## src/rtl/video_stream_writer.sv

```systemverilog
// video_stream_writer: bridges a Wishbone pixel stream into the SDRAM frame buffer through a small FIFO.
// The master side writes each buffered pixel at BASE_ADR + 4*index; a start-of-frame word restarts the index.
module video_stream_writer #(
    parameter int          HDISP    = 800,
    parameter int          VDISP    = 480,
    parameter logic [31:0] BASE_ADR = 32'h0,
    parameter int          DEPTH    = 16
) (
    input  logic                      sys_clk,
    input  logic                      sys_rst_n,
    input  logic                      s_cyc,
    input  logic                      s_stb,
    input  logic                      s_we,
    input  logic [31:0]               s_adr,
    input  logic [31:0]               s_dat_ms,
    input  logic [3:0]                s_sel,
    output logic                      s_ack,
    output logic                      s_err,
    output logic [31:0]               s_dat_sm,
    output logic                      m_cyc,
    output logic                      m_stb,
    output logic                      m_we,
    output logic [31:0]               m_adr,
    output logic [31:0]               m_dat_ms,
    output logic [3:0]                m_sel,
    output logic [2:0]                m_cti,
    output logic [1:0]                m_bte,
    input  logic                      m_ack,
    input  logic                      m_err,
    output logic                      frame_done,
    output logic                      wr_err,
    output logic [$clog2(DEPTH):0]    fifo_level
);
    localparam int NPIX = HDISP * VDISP;
    localparam int IW = $clog2(NPIX);
    localparam int AW = $clog2(DEPTH);
    localparam logic [IW-1:0] LAST = IW'(NPIX - 1);
    localparam logic [0:0] IDLE = 1'b0;
    localparam logic [0:0] WRITE = 1'b1;

    logic [0:0] state;
    logic [32:0] mem [DEPTH];
    logic [32:0] head;
    logic [AW:0] wr_ptr, rd_ptr;
    logic [IW-1:0] pix_idx, cur_idx, next_pix, pop_idx;
    logic full, empty, push, pop, term;

    assign s_dat_sm = '0;
    assign m_sel = 4'hF;
    assign m_cti = 3'b000;
    assign m_bte = 2'b00;
    assign m_cyc = state == WRITE;
    assign m_stb = state == WRITE;
    assign m_we = state == WRITE;

    assign fifo_level = wr_ptr - rd_ptr;
    assign full = fifo_level == (AW + 1)'(DEPTH);
    assign empty = fifo_level == '0;
    assign push = s_cyc & s_stb & s_we & !full & !s_ack;
    assign term = (state == WRITE) & (m_ack | m_err);
    assign pop = !empty & ((state == IDLE) | term);
    assign head = mem[rd_ptr[AW-1:0]];
    // A pop in the termination cycle must already see the advanced index.
    assign next_pix = term ? ((cur_idx == LAST) ? '0 : cur_idx + IW'(1)) : pix_idx;
    assign pop_idx = head[32] ? '0 : next_pix;

    always_ff @(posedge sys_clk) begin
        if (push) mem[wr_ptr[AW-1:0]] <= {s_adr == 32'd0, s_dat_ms};
    end

    always_ff @(posedge sys_clk or negedge sys_rst_n) begin
        if (!sys_rst_n) begin
            state      <= IDLE;
            s_ack      <= 1'b0;
            s_err      <= 1'b0;
            wr_ptr     <= '0;
            rd_ptr     <= '0;
            pix_idx    <= '0;
            cur_idx    <= '0;
            m_adr      <= '0;
            m_dat_ms   <= '0;
            frame_done <= 1'b0;
            wr_err     <= 1'b0;
        end else begin
            s_ack      <= push;
            s_err      <= s_cyc & s_stb & !s_we & !s_err;
            wr_ptr     <= wr_ptr + (AW + 1)'(push);
            rd_ptr     <= rd_ptr + (AW + 1)'(pop);
            pix_idx    <= next_pix;
            frame_done <= term & (cur_idx == LAST);
            if (term & m_err) wr_err <= 1'b1;
            if (pop) begin
                state    <= WRITE;
                cur_idx  <= pop_idx;
                m_adr    <= BASE_ADR + (32'(pop_idx) << 2);
                m_dat_ms <= head[31:0];
            end else if (term) begin
                state <= IDLE;
            end
        end
    end
endmodule

```

## config.mk

```make
export PLATFORM = sky130hd
export DESIGN_NAME = video_stream_writer
export DESIGN_NICKNAME = d
export VERILOG_FILES = /design/src/rtl/video_stream_writer.sv
export SDC_FILE = /design/constraint.sdc
export NUM_CORES = 1
export LEC_CHECK = 0
export BUFFER_PORTS_ARGS = -buffer_cell sky130_fd_sc_hd__buf_4
export CAP_MARGIN = 20
export CORE_MARGIN = 3
export CORE_UTILIZATION = 55
export DETAILED_ROUTE_END_ITERATION = 12
export PLACE_DENSITY = 0.78
export SYNTH_ARGS = -nofsm -noshare
export SYNTH_HDL_FRONTEND = slang
export SYNTH_SLANG_ARGS = --single-unit
```

## constraint.sdc

```tcl
create_clock -name sys_clk -period 6.75 [get_ports sys_clk]
set_clock_uncertainty 0.15 [all_clocks]
set_input_delay 0.675 -clock sys_clk [delete_from_list [all_inputs] [get_ports sys_clk]]
set_output_delay 0.675 -clock sys_clk [all_outputs]
set_load 0.01 [all_outputs]
```

==> impl_metrics.tcl, run 1 <==
set metrics [dict create \
    fin_crit_ns 4.84 \
    drtAntennaViolNets 0 \
    avgRoutedWirePerCell_um 26.4 \
    synth_warnings 0 \
    cts_sinks 613 \
    cts_buffer_depth 3 \
    synthDistinctLibCells 63 \
    viasPerCell 6.16 \
    synth_seq_area_share 0.729 \
    post_cts_resized 0 \
    crit_chain "ha_1, fa_1, nand2b_1, a21oi_1, xor2_2, o2111ai_1, nor3_2, buf_4" \
    grt_max_degree 96 \
    setup_viol 0 \
    syn_area_um2 24700 \
    dp_hpwl_um 27900 \
    area_growth_pct 14.2 \
    ys_async_sr_fraction 0.139 \
    fin_tns_setup_ns 0 \
    start_util 0.565 \
    synth_edf_count 528 \
    cp-start-kind "flip-flop" \
    powerDensity_nw_per_um2 408 \
    clkSlewWorstSetupHoldPaths_ns 0.06 \
    hold_violations 0 \
    yosysTopAreaCellShare 0.643 \
    max_slew_margin 0.282 \
    grt_antenna_before_repair 1 \
    ys_ff_latch 613 \
    drc 0 \
    track_usage 0.225 \
    synthFlopType "edfxtp_1" \
    fin_cells 1966 \
    place.port_buffers 133 \
    power_leakage_nw 9.67 \
    r2r_slack_ns 1.91 \
    fp.dieH_um 218 \
    maxCapViolations 0 \
    hp-class "primary input to flip-flop" \
    avgSynthCellArea_um2 21.1 \
    first_pass_iters 5 \
    critPathArrivalTime_ns 4.92 \
    period_share 0.716 \
    layout-drive-gt1-share 0.326 \
    gp_congestion 0.775 \
    critical_path.max_stage_delay_ns 0.80 \
    crit_fanout 40 \
    synth.top_cells.by_area "edfxtp_1, mux4_2, dfrtp_1, mux4_1, buf_4" \
    crit_type "flip-flop to flip-flop" \
    peakVddDrop_uv 408 \
    fin_nets 1417 \
    slowest_stage "nor3_2" \
    rsz0062_at_grt "no" \
    routed_wl_um 51900 \
    worst_pin_slew_ns 1.08 \
    rr_worst_depth 8 \
    io_pins 192 \
    grt_pass1_wl_um 79300 \
    fill_cells 2828 \
    htreeDepth 2 \
    final_core_util 0.645 \
    numCtsBuffers 58 \
    clk_latency_ns 0.62 \
    fp-row-count 76 \
    drv_slew 0 \
    clock.fmax_mhz 207 \
    vias 12100 \
    worstPathRequired_ns 6.83 \
    dpl.cell_count 1855 \
    synth_common_cells "edfxtp_1, mux4_2, dfrtp_1, buf_4, nor2_1" \
    syn-instance-count 1171 \
    yosys.area.top_type "edfxtp_1" \
    die_w_um 218 \
    yosysMostFrequentCell "edfxtp_1" \
    min_path_cells 2 \
    grt_pass1_vias 12600 \
    die-area_um2 47400 \
    grt_overflow 0 \
    cts_tree "built" \
    power_w 0.0115 \
    clockRootBuffer "clkbuf_16" \
    drt-initial-drc-count 1298 \
    core_area_um2 43600 \
    cp-end-kind "flip-flop" \
    status "finished, final reports clean" \
]
==> through the flow <==
| step | instance area [um2] | setup slack, ns | hold WS [ns] |
|---|---|---|---|
| global route | 28200 | 1.60 | 0.0736 |
| detailed placement | 26100 | 1.92 | 0.287 |
| floorplan | 24900 | 1.29 | 0.229 |
| global placement | 26100 | 2.03 | 0.273 |
| CTS | 28100 | 1.85 | 0.0599 |
| finish | 28200 | 1.91 | 0.0930 |
==> report_power, final <==
group	internal (W)	switching [W]
Sequential	0.00441	0.000361
Clock	0.00201	0.00140
Combinational	0.00176	0.00153
==> cells in the final DEF, fill, tap and decap left out, drive strengths merged, types with 2 or more instances in the layout <==
cell        n
mux4      164
nor2       32
o21ai      11
nand3b      3
xnor2      15
a2111oi     4
a22o        5
nor4       18
buf       159
clkinv     22
nor3       11
dfrtp      85
nand2      21
o2111ai     5
edfxtp    528
o221ai      2
xor2        9
nand3      18
mux2       36
clkbuf     71
a211oi     10
inv        21
bufinv     10
nand4       8
and4        4
o211ai      2
o31ai       2
o31a        2
o22a        4
mux2i       3
a221o       3
nand2b      4
conb       54
clkinvlp    2
a21o        3
a21oi       3
ha          9
a221oi      2
or3         2
==> critical path, delay by kind of cell (launching register included) <==
family	cells	cell delay, ns
AND/OR/NAND/NOR	2	0.96
AO/OA/AOI/OAI	2	0.73
XOR/XNOR	1	0.49
buffers and inverters	1	0.59
adder cells (fa/ha/maj)	2	0.74
flip-flops	1	0.77
==> flip-flops by register name (all words and copies together) (netlist names), 5 cells and up <==
register	cells
mem	528
m_dat_ms	32
cur_idx	19
pix_idx	19
rd_ptr	5
wr_ptr	5
==> logic make-up after synthesis <==
logic type               count (synthesis)  share of synthesized area
AO/OA/AOI/OAI                           64                     0.0202
XOR/XNOR                                24                    0.00883
adder cells (fa/ha/maj)                 10                    0.00538
buffers and inverters                  129                     0.0354
flip-flops                             613                      0.729
multiplexers                           203                      0.174
other                                    2                   0.000304
AND/OR/NAND/NOR                        126                     0.0270
==> area by class of cell <==
| cell class | instances | area [um2] | area share |
|---|---|---|---|
| antenna | 1 | 2.50 | 0.0000888 |
| clock buffer | 71 | 1540 | 0.0547 |
| clock inverter | 37 | 475 | 0.0169 |
| inverter | 18 | 67.6 | 0.00240 |
| multi-input combinational | 481 | 6120 | 0.217 |
| sequential | 613 | 18000 | 0.639 |
| tap | 585 | 732 | 0.0260 |
| timing repair buffer | 160 | 1240 | 0.0439 |
==> final timing paths <==
check,startpoint,to
max,rd_ptr[0],mem[4][30]
min,s_we,s_err
max reg2reg,rd_ptr[0],mem[4][30]
min reg2reg,s_err,s_err
max in group asynchronous,sys_rst_n,rd_ptr[0]
min in group asynchronous,sys_rst_n,pix_idx[9]
==> per-layer routing <==
layer | global-route usage | share of wire | up-vias
met5 | 0 | 0.00013 | -
met3 | 0.0433 | 0.072 | 85
met2 | 0.366 | 0.50 | 529
met1 | 0.316 | 0.40 | 6428
li1 | - | - | 5060
met4 | 0.0670 | 0.024 | 2
==> what timing repair did <==
item | 4_1_cts | 5_1_grt
hold endpoints to repair | 16 | 0
hold buffers | 1 | 0
buffers inserted | 0 | 0
Note: power is estimated with default switching activity, not from simulation.
==> run 2, diff against run 1 <==
- clock period: 6.75 -> 4.9 ns (I/O delays scaled with it)
==> run 2 against run 1 <==
Net effect:
- non-clock buffer count rose by 21
- sequential share of layout area fell by 0.44 points
- routed wire length rose by 4.8%
- global-route usage rose by 0.95 points
- first-iteration DRC count rose by 7.9%
- worst hold slack got worse by 0.065 ns
- fmax rose by 14%
- clock-buffer cell count rose by 11
- cell area rose by 0.69%
- register-to-register slack got worse by 1.3 ns
- highest routed layer is now met4
==> impl_metrics.tcl, run 2 (synthesis results as in run 1) <==
set metrics [dict create \
    numCtsBuffers 59 \
    cts_sinks 613 \
    grt_overflow 0 \
    place.port_buffers 133 \
    vias 12200 \
    layout-drive-gt1-share 0.324 \
    fp.dieH_um 218 \
    viasPerCell 6.14 \
    track_usage 0.234 \
    critPathArrivalTime_ns 4.39 \
    clockRootBuffer "clkbuf_16" \
    max_slew_margin 0.296 \
    cp-start-kind "flip-flop" \
    final_common_cell "edfxtp_1" \
    drv_slew 0 \
    power_leakage_nw 9.72 \
    peakVddDrop_uv 432 \
    hold_violations 0 \
    drc 0 \
    area_growth_pct 15.0 \
    die-area_um2 47400 \
    clk_latency_ns 0.61 \
    cts_tree "built" \
    crit_fanout 27 \
    grt_pass1_wl_um 81700 \
    period_share 0.866 \
    io_pins 192 \
    start_util 0.565 \
    first_pass_iters 5 \
    powerDensity_nw_per_um2 548 \
    fp-row-count 76 \
    die_w_um 218 \
    grt_pass1_vias 12900 \
    hp-class "primary input to flip-flop" \
    fin_nets 1439 \
    crit_type "flip-flop to flip-flop" \
    core_area_um2 43600 \
    dp_hpwl_um 28700 \
    cts_buffer_depth 3 \
    gp_congestion 0.832 \
    clock.fmax_mhz 236 \
    worstPathRequired_ns 5.05 \
    htreeDepth 2 \
    drt-initial-drc-count 1401 \
    layout_common_cells "edfxtp_1, buf_4, mux4_2, dfrtp_1, clkbuf_16" \
    status "finished, final reports clean" \
    routed_wl_um 54400 \
    setup_viol 0 \
    grt_max_degree 110 \
    whs_ns 0.0283 \
    post_cts_resized 0 \
    rsz0062_at_grt "no" \
    largest_reg_flops 528 \
    maxCapViolations 0 \
    drtAntennaViolNets 0 \
    avgRoutedWirePerCell_um 27.3 \
    grt_antenna_before_repair 3 \
    cp-end-kind "flip-flop" \
    worst_pin_slew_ns 1.06 \
    fin_crit_ns 4.24 \
    fin_tns_setup_ns 0 \
    clkSlewWorstSetupHoldPaths_ns 0.06 \
]
-- run 2: cell types whose count changed in the layout (fill, tap and decap cells not counted), sizes merged --
cell	change
clkinvlp	-2
clkinv	+4
clkbuf	+11
diode	+2
buf	+4
bufinv	-8
inv	-2
dlygate4sd3	+17
-- run 2: layer usage --
metal | vias up | part of all wire | global-route usage
li1 | 5109 | - | -
met1 | 6371 | 0.38 | 0.306
met2 | 602 | 0.51 | 0.389
met3 | 140 | 0.078 | 0.0474
met4 | 0 | 0.036 | 0.0998
met5 | - | 0 | 0
-- run 2: layout make-up --
type / count / area, um2
flip-flops and latches: 613 / 18000
fillers: 2782 / 15300
multi-input cells: 481 / 6140
clock buffers: 82 / 1650
repair buffers: 181 / 1570
well taps: 585 / 732
clock inverters: 29 / 205
inverters: 18 / 67.6
diodes: 3 / 7.51
-- run 2: per-stage QoR --
step / power, W / setup WS (ns) / util / area [um2] / std cells
final: 0.0155 / 0.658 / 0.650 / 28400 / 1992
after detailed placement: 0.0113 / 0.674 / 0.603 / 26300 / 1860
after floorplan: 0.00996 / 0.311 / - / 24900 / 1223
after global routing: 0.0162 / 0.427 / 0.650 / 28400 / 1992
after CTS: 0.0157 / 0.656 / 0.650 / 28400 / 1989
after global placement: 0.0112 / 0.703 / 0.603 / 26300 / 1860
-- run 2: worst paths after layout --
check                                  start      endpoint  slack (ns)  depth (start not counted)
worst max-delay path               rd_ptr[0]     mem[4][3]        0.66                          8
worst min-delay path            s_dat_ms[28]    mem[8][28]        0.03                          1
worst max register to register     rd_ptr[0]     mem[4][3]        0.66                          8
worst min register to register   pix_idx[17]   pix_idx[17]        0.33                          2
max in group asynchronous          sys_rst_n  m_dat_ms[20]        3.23                          3
min in group asynchronous          sys_rst_n   cur_idx[10]        0.31                          2
-- run 2: critical path: stages, from the launching register on --
cell       delay [ns]
dfrtp_4          0.68
ha_1             0.30
fa_1             0.40
xnor2_1          0.31
a211oi_1         0.11
nor2_1           0.48
o2111ai_1        0.50
nor3_4           0.67
buf_12           0.32
-- run 2: report_power, final --
| part | internal, W | leakage [nW] | switching, W |
|---|---|---|---|
| combinational | 0.00245 | 3.03 | 0.00231 |
| sequential | 0.00608 | 5.78 | 0.000353 |
| clock | 0.00245 | 0.917 | 0.00190 |
-- run 2: timing repair --
action	in CTS	in global routing
setup endpoints to repair	0	0
buffers inserted	0	0
hold buffers	18	0
endpoints found under the hold margin	183	0
==> run 3, diff against run 2 <==
- PLACE_DENSITY: 0.78 -> 0.74
==> run 3 against run 2 <==
Net effect:
- cell count is 0.10% lower
- total power is 1.2% higher
- utilization hardly changed
- cell area hardly changed
- largest power group unchanged
- routed wire length is 7.5% lower
- die area stayed put
- combinational power is 2% lower
==> impl_metrics.tcl, run 3 (synthesis results as in run 1) <==
set metrics [dict create \
    cp-end-kind "flip-flop" \
    first_pass_iters 5 \
    start_util 0.565 \
    powerDensity_nw_per_um2 555 \
    cts_tree "built" \
    largest_reg_flops 528 \
    htreeDepth 2 \
    multiInputGateArea_um2 6140 \
    peakVddDrop_uv 477 \
    vias 11800 \
    max_slew_margin 0.341 \
    crit_fanout 40 \
    fin_nets 1439 \
    core_area_um2 43600 \
    clkSlewWorstSetupHoldPaths_ns 0.06 \
    drt-initial-drc-count 1170 \
    cts_buffer_depth 3 \
    clock.fmax_mhz 239 \
    grt_max_degree 104 \
    worst_pin_slew_ns 0.989 \
    fill_cells 2808 \
    place.port_buffers 133 \
    avgRoutedWirePerCell_um 25.3 \
    grt_pass1_wl_um 76300 \
    post_cts_resized 0 \
    clk_latency_ns 0.60 \
    fp.dieH_um 218 \
    layout_common_cells "edfxtp_1, buf_4, mux4_2, dfrtp_1, clkbuf_16" \
    power_w 0.0157 \
    die_w_um 218 \
    cp-start-kind "flip-flop" \
    die-area_um2 47400 \
    maxCapViolations 0 \
    worstPathRequired_ns 5.23 \
    grt_pass1_vias 12200 \
    clockRootBuffer "clkbuf_16" \
    dp_hpwl_um 26900 \
    hp-class "primary input to flip-flop" \
    drv_slew 0 \
    numCtsBuffers 59 \
    regArea_um2 18000 \
    routed_wl_um 50400 \
    drtAntennaViolNets 0 \
    track_usage 0.217 \
    fin_tns_setup_ns 0 \
    period_share 0.855 \
    viasPerCell 5.94 \
    fin_crit_ns 4.19 \
    power_leakage_nw 9.76 \
    gp_congestion 0.825 \
    setup_viol 0 \
    io_pins 192 \
    area_growth_pct 15.0 \
    critPathArrivalTime_ns 4.51 \
    layout-drive-gt1-share 0.329 \
    cts_sinks 613 \
    grt_antenna_before_repair 2 \
    status "finished, final reports clean" \
    hold_violations 0 \
    final_common_cell "edfxtp_1" \
    fp-row-count 76 \
    grt_overflow 0 \
    rsz0062_at_grt "no" \
    crit_type "flip-flop to flip-flop" \
    drc 0 \
]
==> run 3: worst max-delay path: stages (launching register included) <==
cell and delay [ns]:
dfrtp_1 0.69, inv_1 0.17, fa_1 0.49, nand2b_1 0.16, a21oi_1 0.22, xor2_2 0.49
inv_2 0.15, o21ai_2 0.60, inv_2 0.07, buf_4 0.39, mux2_4 0.41
==> run 3: layout make-up <==
type,instances,area share
well taps,585,0.0258
inverters,18,0.00238
repair buffers,181,0.0500
multi-input cells,481,0.217
clock buffers,72,0.0548
clock inverters,39,0.0159
flip-flops and latches,613,0.634
diodes,1,0.0000882
==> run 3: worst paths after layout <==
| kind | from | end | slack [ns] | cells after the start |
|---|---|---|---|---|
| worst max-delay path | wr_ptr[1] | m_dat_ms[31] | 0.71 | 10 |
| worst min-delay path | s_dat_ms[2] | mem[13][2] | 0.03 | 1 |
| worst max register to register | wr_ptr[1] | m_dat_ms[31] | 0.71 | 10 |
| worst min register to register | wr_err | wr_err | 0.31 | 1 |
| max in group asynchronous | sys_rst_n | m_dat_ms[27] | 3.25 | 3 |
| min in group asynchronous | sys_rst_n | m_dat_ms[8] | 0.34 | 2 |
==> run 3: power by group <==
group | switching, W | internal [W] | total (W)
combinational | 0.00222 | 0.00244 | 0.00466
sequential | 0.000359 | 0.00608 | 0.00644
clock | 0.00189 | 0.00274 | 0.00464
total | 0.00447 | 0.0113 | 0.0157
==> run 3: routing by layer <==
layer,share of wire,track usage,vias up
met5,0.00014,0,-
met4,0.020,0.0541,2
met3,0.064,0.0412,78
met2,0.51,0.354,382
met1,0.41,0.309,6261
li1,-,-,5103
==> run 3: stage by stage <==
stage | utilization | instances | hold slack, ns | instance area (um2) | worst slack, ns
after global placement | 0.599 | 1859 | 0.269 | 26200 | 0.909
after CTS | 0.650 | 1989 | 0.000196 | 28400 | 0.752
after floorplan | - | 1223 | 0.0444 | 24900 | 0.311
after detailed placement | 0.599 | 1859 | 0.279 | 26200 | 0.829
final | 0.650 | 1990 | 0.0304 | 28400 | 0.713
after global routing | 0.650 | 1990 | 0.0163 | 28400 | 0.496
==> run 3: what timing repair did <==
action	4_1_cts	5_1_grt
hold buffers	19	0
buffers inserted	0	0
hold endpoints to repair	232	0
